`config.mk`:
```
export PLATFORM = sky130hd
export DESIGN_NAME = pc_sequencer
export DESIGN_NICKNAME = d
export VERILOG_FILES = /design/src/rtl/pc_sequencer.sv
export SDC_FILE = /design/constraint.sdc
export NUM_CORES = 1
export LEC_CHECK = 0
export CAP_MARGIN = 20
export CORE_AREA = 2 2 73 127
export CTS_BUF_LIST = sky130_fd_sc_hd__clkbuf_4 sky130_fd_sc_hd__clkbuf_8
export DETAILED_ROUTE_END_ITERATION = 16
export DIE_AREA = 0 0 75 129
export GPL_TIMING_DRIVEN = 0
export MAX_ROUTING_LAYER = met4
export PLACE_DENSITY_LB_ADDON = 0.1
export SYNTH_ARGS = -nofsm -noshare
export SYNTH_HDL_FRONTEND = slang
export SYNTH_SLANG_ARGS = --single-unit
```
`constraint.sdc`:
```
create_clock -name clk -period 3.4 [get_ports clk]
set_clock_uncertainty 0.2 [all_clocks]
set_input_delay 0.51 -clock clk [delete_from_list [all_inputs] [get_ports clk]]
set_output_delay 0.51 -clock clk [all_outputs]
set_load 0.02 [all_outputs]
```
`src/rtl/pc_sequencer.sv`:
```
// Next-PC sequencer with halt/stall control and an optional return-address stack.
// Define PC_SEQ_RAS_EN to build the RAS; without it call/return degrade to plain jumps.
//
//   state  | meaning
//   RUN    | pc advances each cycle unless stalled
//   HALTED | pc and RAS frozen until reset
module pc_sequencer #(
    parameter int              XLEN         = 32,
    parameter int              RAS_DEPTH    = 4,
    parameter logic [XLEN-1:0] RESET_VECTOR = '0
) (
    input  logic            clk,
    input  logic            reset,
    input  logic            stall,
    input  logic            halt,
    input  logic [2:0]      op,
    input  logic            cond,
    input  logic [XLEN-1:0] imm,
    input  logic [XLEN-1:0] jreg,
    output logic [XLEN-1:0] pc,
    output logic            halted,
    output logic            ras_ovf,
    output logic            ras_unf
);

    typedef enum logic {
        RUN    = 1'b0,
        HALTED = 1'b1
    } state_t;

    state_t          state, state_nxt;
    logic            advance;
    logic [XLEN-1:0] pc_nxt;
    logic [XLEN-1:0] seq_pc;
    logic [XLEN-1:0] jmp_tgt;
    logic [XLEN-1:0] br_tgt;
    logic [XLEN-1:0] ret_tgt;

    assign seq_pc  = pc + XLEN'(4);
    assign jmp_tgt = {pc[XLEN-1:18], imm[15:0], 2'b00};
    // Shift within XLEN so the two top imm bits fall off, as intended.
    assign br_tgt  = pc + (imm << 2);
    assign halted  = (state == HALTED);

    always_ff @(posedge clk or posedge reset) begin
        if (reset) begin
            state <= RUN;
            pc    <= RESET_VECTOR;
        end else begin
            state <= state_nxt;
            pc    <= pc_nxt;
        end
    end

    always_comb begin
        state_nxt = state;
        advance   = 1'b0;
        case (state)
            RUN: begin
                if (halt)
                    state_nxt = HALTED;
                else if (!stall)
                    advance = 1'b1;
            end
            HALTED: state_nxt = HALTED;
            default: state_nxt = RUN;
        endcase
    end

    always_comb begin
        pc_nxt = pc;
        if (advance) begin
            case (op)
                3'b000, 3'b001: pc_nxt = seq_pc;
                3'b010:         pc_nxt = jmp_tgt;
                3'b011:         pc_nxt = ret_tgt;
                3'b100:         pc_nxt = jmp_tgt;
                3'b101:         pc_nxt = jreg;
                3'b110, 3'b111: pc_nxt = cond ? br_tgt : seq_pc;
                default:        pc_nxt = seq_pc;
            endcase
        end
    end

`ifdef PC_SEQ_RAS_EN
    localparam int PW = (RAS_DEPTH > 1) ? $clog2(RAS_DEPTH) : 1;
    localparam int CW = $clog2(RAS_DEPTH + 1);

    logic [XLEN-1:0] ras_mem [RAS_DEPTH];
    logic [PW-1:0]   ras_ptr;
    logic [CW-1:0]   ras_cnt;
    logic            ras_full;
    logic            ras_empty;
    logic            do_call;
    logic            do_ret;

    // ras_ptr is the next free slot; once full it also addresses the oldest entry.
    assign ras_full  = (ras_cnt == CW'(RAS_DEPTH));
    assign ras_empty = (ras_cnt == '0);
    assign do_call   = advance && (op == 3'b010);
    assign do_ret    = advance && (op == 3'b011);
    assign ret_tgt   = ras_empty ? jreg : ras_mem[ras_ptr - PW'(1)];

    always_ff @(posedge clk or posedge reset) begin
        if (reset) begin
            ras_ptr <= '0;
            ras_cnt <= '0;
            ras_ovf <= 1'b0;
            ras_unf <= 1'b0;
        end else begin
            ras_ovf <= do_call && ras_full;
            ras_unf <= do_ret && ras_empty;
            if (do_call) begin
                ras_ptr <= ras_ptr + PW'(1);
                if (!ras_full)
                    ras_cnt <= ras_cnt + CW'(1);
            end else if (do_ret && !ras_empty) begin
                ras_ptr <= ras_ptr - PW'(1);
                ras_cnt <= ras_cnt - CW'(1);
            end
        end
    end

    always_ff @(posedge clk) begin
        if (do_call && !reset)
            ras_mem[ras_ptr] <= seq_pc;
    end
`else
    assign ret_tgt = jreg;
    assign ras_ovf = 1'b0;
    assign ras_unf = 1'b0;
`endif

endmodule

```
==> qor.json, run 1 <==
{
  "status": {"value": "finished, final reports clean"},
  "fraction_of_the_yosys_area_taken_by_sequential_cells": {"value": 19.7, "unit": "%"},
  "place.port_buffers": {"value": 101},
  "clock_tree.root_cell": {"value": "clkbuf_8"},
  "path_delay_family": {"value": "compound AO/OA/AOI/OAI gates"},
  "syn_area": {"value": 0.00419, "unit": "mm2"},
  "critPathMaxStageDelay": {"value": 0.43, "unit": "ns"},
  "nets": {"value": 768},
  "htreeDepth": {"value": 2},
  "final_common_cell": {"value": "clkdlybuf4s50_1"},
  "tritoncts": {"value": "yes"},
  "grt_usage": {"value": 35.6, "unit": "%"},
  "cp_num_buf_inv": {"value": 1},
  "timing.critical_path.slowest_stage_cell": {"value": "clkdlybuf4s50_1"},
  "async_reset_ff_share": {"value": 100, "unit": "%"},
  "die_area": {"value": 0.00968, "unit": "mm2"},
  "cts_hold_repair.buffers": {"value": 0},
  "detail_route.vias_per_cell": {"value": 6.39},
  "synth_flop_cell": {"value": "dfrtp_1"},
  "synthesis.instances": {"value": 548},
  "slew_viol_final": {"value": 0},
  "clk_pin_slew_worst_paths": {"value": 0.08, "unit": "ns"},
  "dieWidth": {"value": 75, "unit": "um"},
  "worst_ep_arrival_time": {"value": 3.27, "unit": "ns"},
  "cp_data_required_time": {"value": 3.37, "unit": "ns"},
  "worst-slew-pin-transition": {"value": 0.846, "unit": "ns"},
  "ordered_cell_list_for_the_critical_path": {"value": "clkdlybuf4s50_1 -> ha_2 -> fa_2 -> a21oi_2 -> o211ai_1 -> a211o_1 -> a41o_4 -> a21oi_4 -> and2b_4 -> xor2_1 -> o221ai_1"},
  "worst_hold_slack": {"value": 0.299, "unit": "ns"},
  "globalplace.congestion": {"value": 0.988},
  "total_number_of_clock_tree_sinks": {"value": 33},
  "initial_utilization": {"value": 48.7, "unit": "%"},
  "synthesis_warnings": {"value": 0},
  "ff2ff_path_depth": {"value": 9},
  "synth_edf_count": {"value": 0},
  "critical_path.reg2reg.startpoint": {"value": "pc[3]"},
  "grt_max_degree": {"value": 34},
  "drc": {"value": 0},
  "area_growth_syn_to_layout": {"value": 33.0, "unit": "%"},
  "class_of_the_most_critical_hold_timing_path": {"value": "reg2reg"},
  "critical_path_cell_count": {"value": 11},
  "place_area": {"value": 0.00535, "unit": "mm2"},
  "initialDrtViolationCount": {"value": 345},
  "antenna_cells_inserted": {"value": 0},
  "final.min_clock_period": {"value": 3.30, "unit": "ns"},
  "synth-seq-cells": {"value": 33},
  "timing.max_slew.rel_slack": {"value": 43.2, "unit": "%"},
  "power.density_cell_area": {"value": 322, "unit": "mW/mm2"},
  "ant_nets": {"value": 0},
  "inserted_clock_buffers": {"value": 5},
  "routedWlPerCell": {"value": 21.3, "unit": "um"},
  "final.fill_count": {"value": 774},
  "rows": {"value": 45},
  "final_area": {"value": 0.00558, "unit": "mm2"},
  "timing.critical_path.from_type": {"value": "input port"},
  "antenna_found_initial": {"value": 0},
  "core_area": {"value": 0.00861, "unit": "mm2"},
  "hold_violations": {"value": 0},
  "total_leakage_power": {"value": 0.00224, "unit": "uW"},
  "vias": {"value": 4995},
  "share_of_layout_cells_above_drive_strength_1": {"value": 8.27, "unit": "%"},
  "io_pins": {"value": 107},
  "max_freq": {"value": 303, "unit": "MHz"},
  "timing.rr.end": {"value": "pc[30]"},
  "globalRouteOverflowTotal": {"value": 0},
  "post_synth_num_cell_types": {"value": 74},
  "max-vdd-ir-drop": {"value": 218, "unit": "uV"},
  "cp-endpoint": {"value": "pc[22]"},
  "setup.reg_to_reg.worst_slack": {"value": 0.22, "unit": "ns"},
  "worst_setup_path_end_kind": {"value": "register"},
  "clkLatencyLatePin": {"value": 0.30, "unit": "ns"},
  "layout.cells.most_common_list": {"value": "clkdlybuf4s50_1 (101), nand2_1 (56), a21oi_1 (52)"},
  "critical_path_class": {"value": "in2reg"},
  "timing.critical_path.from": {"value": "imm[0]"},
  "wire_length_of_the_first_global_routing_pass": {"value": 25100, "unit": "um"},
  "drt-pass1-iter-count": {"value": 5},
  "final_min_period_over_clock_period": {"value": 97.0, "unit": "%"},
  "max_cap_violations": {"value": 0},
  "mean_area_per_synthesized_cell": {"value": 7.65, "unit": "um2"},
  "timing.critical_path.fanout_max": {"value": 4},
  "vias_in_the_first_global_route": {"value": 5009},
  "final_setup_violating_endpoints": {"value": 0},
  "cts_max_path_buffers": {"value": 2},
  "dp_hpwl": {"value": 12700, "unit": "um"},
  "chipHeight": {"value": 129, "unit": "um"},
  "routed_wirelength": {"value": 16700, "unit": "um"}
}
-- timing repair --
item,in CTS,in global routing
resized for setup,9,7
buffers inserted,3,5
endpoints found under the setup margin,14,13
pin swaps,1,5
-- cells in the mapped netlist (all sizes together), types with 5 or more instances --
cell | n | share of area, %
nand4 | 9 | 1.9
a31oi | 6 | 0.90
a21o | 16 | 2.9
o221ai | 6 | 1.3
nand2 | 56 | 5.0
clkbuf | 26 | 3.6
a221o | 6 | 1.4
a22oi | 5 | 0.90
and2 | 5 | 0.78
o211ai | 5 | 0.90
dfrtp | 33 | 20
inv | 12 | 1.1
xnor2 | 19 | 4.0
o22a | 5 | 1.0
a21oi | 55 | 6.6
nand3 | 30 | 3.6
xor2 | 17 | 3.6
nor3 | 6 | 0.98
nor2 | 44 | 4.1
o21a | 8 | 1.4
mux2i | 6 | 1.4
and3 | 10 | 1.6
o21ai | 48 | 5.7
a221oi | 16 | 3.3
o31ai | 6 | 1.1
ha | 30 | 9.0
-- layout make-up --
type / instances / area, um2 / area share [%]
Buffer: 30 / 175 / 3.14
Clock buffer: 7 / 90.1 / 1.62
Inverter: 12 / 45.0 / 0.808
Multi-Input combinational cell: 474 / 3220 / 57.8
Sequential cell: 33 / 826 / 14.8
Tap cell: 117 / 146 / 2.62
Timing Repair Buffer: 109 / 1070 / 19.2
-- worst min-delay path by stage --
| stage | start | end | depth (start not counted) | slack, ns |
|---|---|---|---|---|
| 5_1_grt | pc[1] | pc[1] | 2 | 0.33 |
| 3_5_place_dp | pc[0] | pc[0] | 2 | 0.28 |
| 3_3_place_gp | pc[1] | pc[1] | 2 | 0.27 |
| 6_report | pc[1] | pc[1] | 2 | 0.30 |
| 4_1_cts | pc[1] | pc[1] | 2 | 0.30 |
| 2_1_floorplan | pc[0] | pc[0] | 2 | 0.38 |
-- cell families after synthesis --
family	synth area share [%]
buffers and inverters	5.25
flip-flops	19.7
XOR/XNOR	7.52
adder cells (fa/ha/maj)	9.43
AO/OA/AOI/OAI	32.8
AND/OR/NAND/NOR	23.8
multiplexers	1.43
other	0.0894
-- metal layers --
metal | up-vias | GRT usage, % | part of all wire (%)
li1 | 2306 | - | -
met1 | 2332 | 35.0 | 34
met2 | 269 | 62.0 | 53
met3 | 88 | 3.92 | 5.7
met4 | 0 | 25.5 | 6.8
met5 | - | - | 0
-- worst reg2reg max path, stage by stage (launching register included) --
cell and delay [ns]:
dfrtp_1 0.54, ha_1 0.35, inv_1 0.10, or4_4 0.59
nor3_4 0.43, and3_4 0.28, xnor2_1 0.06, a21oi_1 0.17
o21ai_1 0.10, o32ai_2 0.28
-- registers in the layout, indices dropped and copies added (netlist names) --
name    cells
pc         32
halted      1
-- power breakdown --
| part | internal (uW) | switching, uW | total, uW |
|---|---|---|---|
| clock network | 169 | 173 | 342 |
| logic | 426 | 512 | 939 |
| registers | 431 | 85.5 | 516 |
| total | 1030 | 771 | 1800 |
-- metrics by stage --
step	cells	setup TNS [ns]	total power, uW	worst slack (ns)	util, %
4_1_cts	777	0	1750	0.00954	64.0
3_3_place_gp	767	-6.23	1380	-0.676	62.1
5_1_grt	782	-0.0154	1880	-0.0154	64.7
3_5_place_dp	767	-6.69	1390	-0.701	62.1
6_report	782	0	1800	0.102	64.7
2_1_floorplan	549	0	1060	0.295	-
Note: power is estimated with default switching activity, not from simulation.
==> run 2, diff against run 1 <==
- ABC_AREA: default -> 0
==> results of run 2 <==
Final layout, timing and power as in run 1 (identical DEF).
==> run 3, diff against run 2 <==
- TNS_END_PERCENT: default -> 10
==> qor.json, run 3 (synthesized netlist as in run 1, its figures left out) <==
{
  "status": {"value": "finished, final reports clean"},
  "tritoncts": {"value": "yes"},
  "vias_in_the_first_global_route": {"value": 5005},
  "drc": {"value": 0},
  "nets": {"value": 763},
  "total_number_of_clock_tree_sinks": {"value": 33},
  "wl_met1": {"value": 5660, "unit": "um"},
  "clkLatencyLatePin": {"value": 0.30, "unit": "ns"},
  "worst_setup_path_end_kind": {"value": "register"},
  "max-vdd-ir-drop": {"value": 214, "unit": "uV"},
  "core_area": {"value": 0.00861, "unit": "mm2"},
  "final.min_clock_period": {"value": 3.35, "unit": "ns"},
  "timing.max_slew.rel_slack": {"value": 38.7, "unit": "%"},
  "max_cap_violations": {"value": 0},
  "final_area": {"value": 0.00553, "unit": "mm2"},
  "final_min_period_over_clock_period": {"value": 98.4, "unit": "%"},
  "globalRouteOverflowTotal": {"value": 0},
  "cts_hold_repair.buffers": {"value": 0},
  "dp_hpwl": {"value": 12700, "unit": "um"},
  "setup.reg_to_reg.worst_slack": {"value": 0.20, "unit": "ns"},
  "placed_cells_incl_taps": {"value": 767},
  "globalplace.congestion": {"value": 0.988},
  "initialDrtViolationCount": {"value": 384},
  "hold_violations": {"value": 0},
  "ant_nets": {"value": 0},
  "critical_path_class": {"value": "in2reg"},
  "antenna_found_initial": {"value": 0},
  "detail_route.vias_per_cell": {"value": 6.42},
  "top_signal_layer_used": {"value": "met4"},
  "htreeDepth": {"value": 2},
  "inserted_clock_buffers": {"value": 5},
  "layout.cells.most_common_list": {"value": "clkdlybuf4s50_1 (101), nand2_1 (55), a21oi_1 (52)"},
  "clk_pin_slew_worst_paths": {"value": 0.08, "unit": "ns"},
  "drt-pass1-iter-count": {"value": 5},
  "initial_utilization": {"value": 48.7, "unit": "%"},
  "grt_max_degree": {"value": 34},
  "routedWlPerCell": {"value": 21.5, "unit": "um"},
  "clock_tree.root_cell": {"value": "clkbuf_8"},
  "wire_length_of_the_first_global_routing_pass": {"value": 25000, "unit": "um"},
  "final_setup_violating_endpoints": {"value": 0},
  "routed_wirelength": {"value": 16700, "unit": "um"},
  "hold_path_depth": {"value": 2},
  "ff2ff_path_depth": {"value": 10},
  "route.met3.wl": {"value": 971, "unit": "um"},
  "class_of_the_most_critical_hold_timing_path": {"value": "reg2reg"},
  "antenna_cells_inserted": {"value": 0},
  "place.port_buffers": {"value": 101},
  "top_register": {"value": "pc"},
  "worst_ep_arrival_time": {"value": 3.31, "unit": "ns"},
  "area_growth_syn_to_layout": {"value": 31.8, "unit": "%"},
  "cts_max_path_buffers": {"value": 2},
  "chipHeight": {"value": 129, "unit": "um"},
  "total_leakage_power": {"value": 0.00223, "unit": "uW"},
  "vias": {"value": 4989},
  "worst-slew-pin-transition": {"value": 0.916, "unit": "ns"},
  "max_freq": {"value": 299, "unit": "MHz"},
  "die_area": {"value": 0.00968, "unit": "mm2"},
  "place_area": {"value": 0.00535, "unit": "mm2"},
  "largest_register_ffs": {"value": 32},
  "grt_usage": {"value": 35.5, "unit": "%"},
  "rows": {"value": 45},
  "stdcell_count": {"value": 777},
  "met2RoutedLength": {"value": 8830, "unit": "um"},
  "slew_viol_final": {"value": 0},
  "grt_setup_unrepaired": {"value": "yes"},
  "timing.critical_path.from_type": {"value": "input port"},
  "timing.critical_path.fanout_max": {"value": 4},
  "final.fill_count": {"value": 785},
  "dieWidth": {"value": 75, "unit": "um"},
  "io_pins": {"value": 107},
  "final_common_cell": {"value": "clkdlybuf4s50_1"},
  "power.density_cell_area": {"value": 322, "unit": "mW/mm2"},
  "cp_data_required_time": {"value": 3.36, "unit": "ns"},
  "share_of_layout_cells_above_drive_strength_1": {"value": 7.27, "unit": "%"}
}
## run 3: timing repair
action	CTS	global route
resized for setup	9	4
pin swaps	2	3
buffers inserted	1	2
setup endpoints to repair	14	12
## run 3: worst max-delay path: stages
cell	delay, ns
clkdlybuf4s50_1	0.43
ha_1	0.24
fa_1	0.43
a21oi_2	0.20
o211ai_1	0.17
a211o_1	0.33
a41o_2	0.28
a21oi_4	0.23
and2b_4	0.21
xor2_1	0.15
o221ai_1	0.13
## run 3: metrics by stage
stage / util, % / hold WS (ns) / setup slack [ns] / power (uW) / setup TNS (ns)
floorplan: - / 0.380 / 0.295 / 1060 / 0
global placement: 62.1 / 0.267 / -0.676 / 1380 / -6.23
detailed placement: 62.1 / 0.282 / -0.701 / 1390 / -6.69
CTS: 63.8 / 0.300 / 0.0306 / 1750 / 0
global route: 64.1 / 0.332 / -0.0499 / 1870 / -0.0959
finish: 64.1 / 0.298 / 0.0537 / 1780 / 0
## run 3: report_power, final
group	switching (uW)	total, uW	internal (uW)
clock network	171	340	169
registers	85.4	516	431
logic	510	925	416
## run 3: area by class of cell
type,instances,area [um2],share of cell area [%]
Multi-Input combinational cell,474,3210,58.1
Clock buffer,7,90.1,1.63
Buffer,30,175,3.17
Sequential cell,33,826,14.9
Inverter,12,45.0,0.815
Tap cell,117,146,2.65
Timing Repair Buffer,104,1030,18.7
## run 3: final timing paths
path                        start  endpoint
setup / recovery           imm[0]    pc[22]
hold / removal              pc[1]     pc[1]
setup reg to reg            pc[2]    pc[22]
hold reg to reg             pc[1]     pc[1]
max in group asynchronous   reset    pc[13]
min in group asynchronous   reset     pc[2]
## run 3: per-layer routing
| layer | vias to the layer above | global-route usage, % |
|---|---|---|
| met1 | 2318 | 34.5 |
| met3 | 97 | 4.31 |
| met2 | 277 | 62.0 |
| met4 | 0 | 25.7 |
| li1 | 2297 | - |
| met5 | - | - |
==> RTL change, RTL diff (config.mk and constraints of run 2) <==
The parameter `XLEN` goes from 32 to 28.
--- a/src/rtl/pc_sequencer.sv
+++ b/src/rtl/pc_sequencer.sv
@@ -6,5 +6,5 @@
 //   HALTED | pc and RAS frozen until reset
 module pc_sequencer #(
-    parameter int              XLEN         = 32,
+    parameter int              XLEN         = 28,
     parameter int              RAS_DEPTH    = 4,
     parameter logic [XLEN-1:0] RESET_VECTOR = '0
Interface: changed (resized imm, jreg and pc); port bits go from 107 to 95. The function was not compared with the original's and may differ.
==> RTL change against run 2 <==
- area after synthesis shrank 9.9%
- sequential cell count fell by 4
- wire length is 14% lower
- non-clock buffer count down 22
- maximum frequency up 2.0%
- sequential share of layout area fell by 0.20 points
- global-route usage is 3.6 points lower
- final cell count down 7.4%
- design area fell by 11%
- total power shrank 9.8%
- combinational power is 9.6% lower
- worst setup slack improved by 0.065 ns
- critical endpoint is now pc[19]$_DFFE_PP0P_
- largest cell class unchanged
- sequential power fell by 11%
==> RTL change: results (changes against run 2) <==
sta:
  layout_min_cycle_time_ns: 3.23  # was 3.30 ns
  whs_ns: 0.316  # was 0.299 ns
placement:
  placed_cell_area_sq_um: 4840  # was 5350 sq um
  hpwl_microns: 11300  # was 12700 microns
  dp.cells: 716  # was 767
  dpl_worst_slack_ns: -0.461  # was -0.701 ns
  routabilityCongestion: 1.03  # was 0.988
  port_buffers: 88  # was 101
routing:
  via_per_inst: 6.14  # was 6.39
  route.detailed.wl_per_inst_microns: 19.8  # was 21.3 microns
  drt_iter0_markers: 310  # was 345
global_route:
  track_usage_pct: 32.0  # was 35.6%
  grt_pass1_vias: 4421  # was 5009
  grt_use_met2_pct: 55.1  # was 62.0%
  grt_use_met3_pct: 3.52  # was 3.92%
  grt_max_degree: 17  # was 34
  grt_pass1_wl_microns: 22700  # was 25100 microns
synthesis:
  synth_cell_types: 69  # was 74
  muxShareOfSynthArea_pct: 5.63  # was 1.43%
  seq_area_frac_synth_pct: 19.2  # was 19.7%
  synth_compound_area_share_pct: 31.9  # was 32.8%
  synthXorXnorAreaFrac_pct: 6.95  # was 7.52%
  synth_commonest_cells: "a21oi_1, nand2_1, nor2_1"  # was nand2_1, a21oi_1, nor2_1
  synthAdderAreaFrac_pct: 9.14  # was 9.43%
  synth.area.top_cells: "dfrtp_1, a21oi_1, ha_1, o21ai_0, nand2_1"  # was dfrtp_1, ha_1, a21oi_1, nand2_1, o21ai_0
  synth_cells: 509  # was 548
cts:
  clkTransAtPathRegs_ns: 0.07
  post-cts-setup-buffers: 0  # was 3
  cts-resized-gates: 3  # was 9
status:
  status: "finished, final reports clean"  # unchanged
min_path:
  min-delay-start: "pc[0]$_DFFE_PP0P_"  # was pc[1]$_DFFE_PP0P_
  min_to: "pc[0]$_DFFE_PP0P_"  # was pc[1]$_DFFE_PP0P_
critical_path:
  reg2reg_depth: 8  # was 9
  worstSetupPathDepth: 9  # was 11
  regToRegEndpoint: "pc[19]$_DFFE_PP0P_"  # was pc[30]$_DFFE_PP0P_
  slowest_delay_ns: 0.56  # was 0.43 ns
  r2r_slack_ns: 0.32  # was 0.22 ns
  arrival_ns: 3.20  # was 3.27 ns
  crit_fanout: 5  # was 4
  timing.rr.start: "pc[5]$_DFFE_PP0P_"  # was pc[3]$_DFFE_PP0P_
  slowest_stage: "o41ai_4"  # was clkdlybuf4s50_1
layout:
  largest_reg_flops: 28  # was 32
  final_nets: 697  # was 768
  drive_gt1_share_pct: 6.10  # was 8.27%
power_and_ir_drop:
  leakagePower_nw: 2.03  # was 2.24 nW
RTL change: changes by cell type after synthesis, sizes merged, moves of 5 or more:
cell,change
nand3,-14
nand2b,+6
a221oi,-6
o221ai,-5
mux2i,+13
xnor2,-5
a21oi,+11
a21o,-9
a221o,-6
o211ai,+5
nor2,+7
RTL change: where the power goes:
part	switching [mW]	total (mW)	internal [mW]
registers	0.0785	0.460	0.382
logic	0.478	0.849	0.371
clock network	0.171	0.313	0.142
RTL change: area by class of cell:
type | instances | area [sq um]
Fill cell | 864 | 3640
Multi-Input combinational cell | 445 | 2950
Timing Repair Buffer | 89 | 908
Sequential cell | 29 | 726
Tap cell | 117 | 146
Buffer | 28 | 125
Clock buffer | 5 | 68.8
Inverter | 8 | 30.0
Clock inverter | 3 | 17.5
RTL change: layer usage:
metal	vias to the layer above	part of all wire, %	routed length (microns)
met2	214	52	7440
met4	0	6.6	941
li1	2097	-	-
met1	2071	36	5200
met3	63	5.5	785
met5	-	0	0
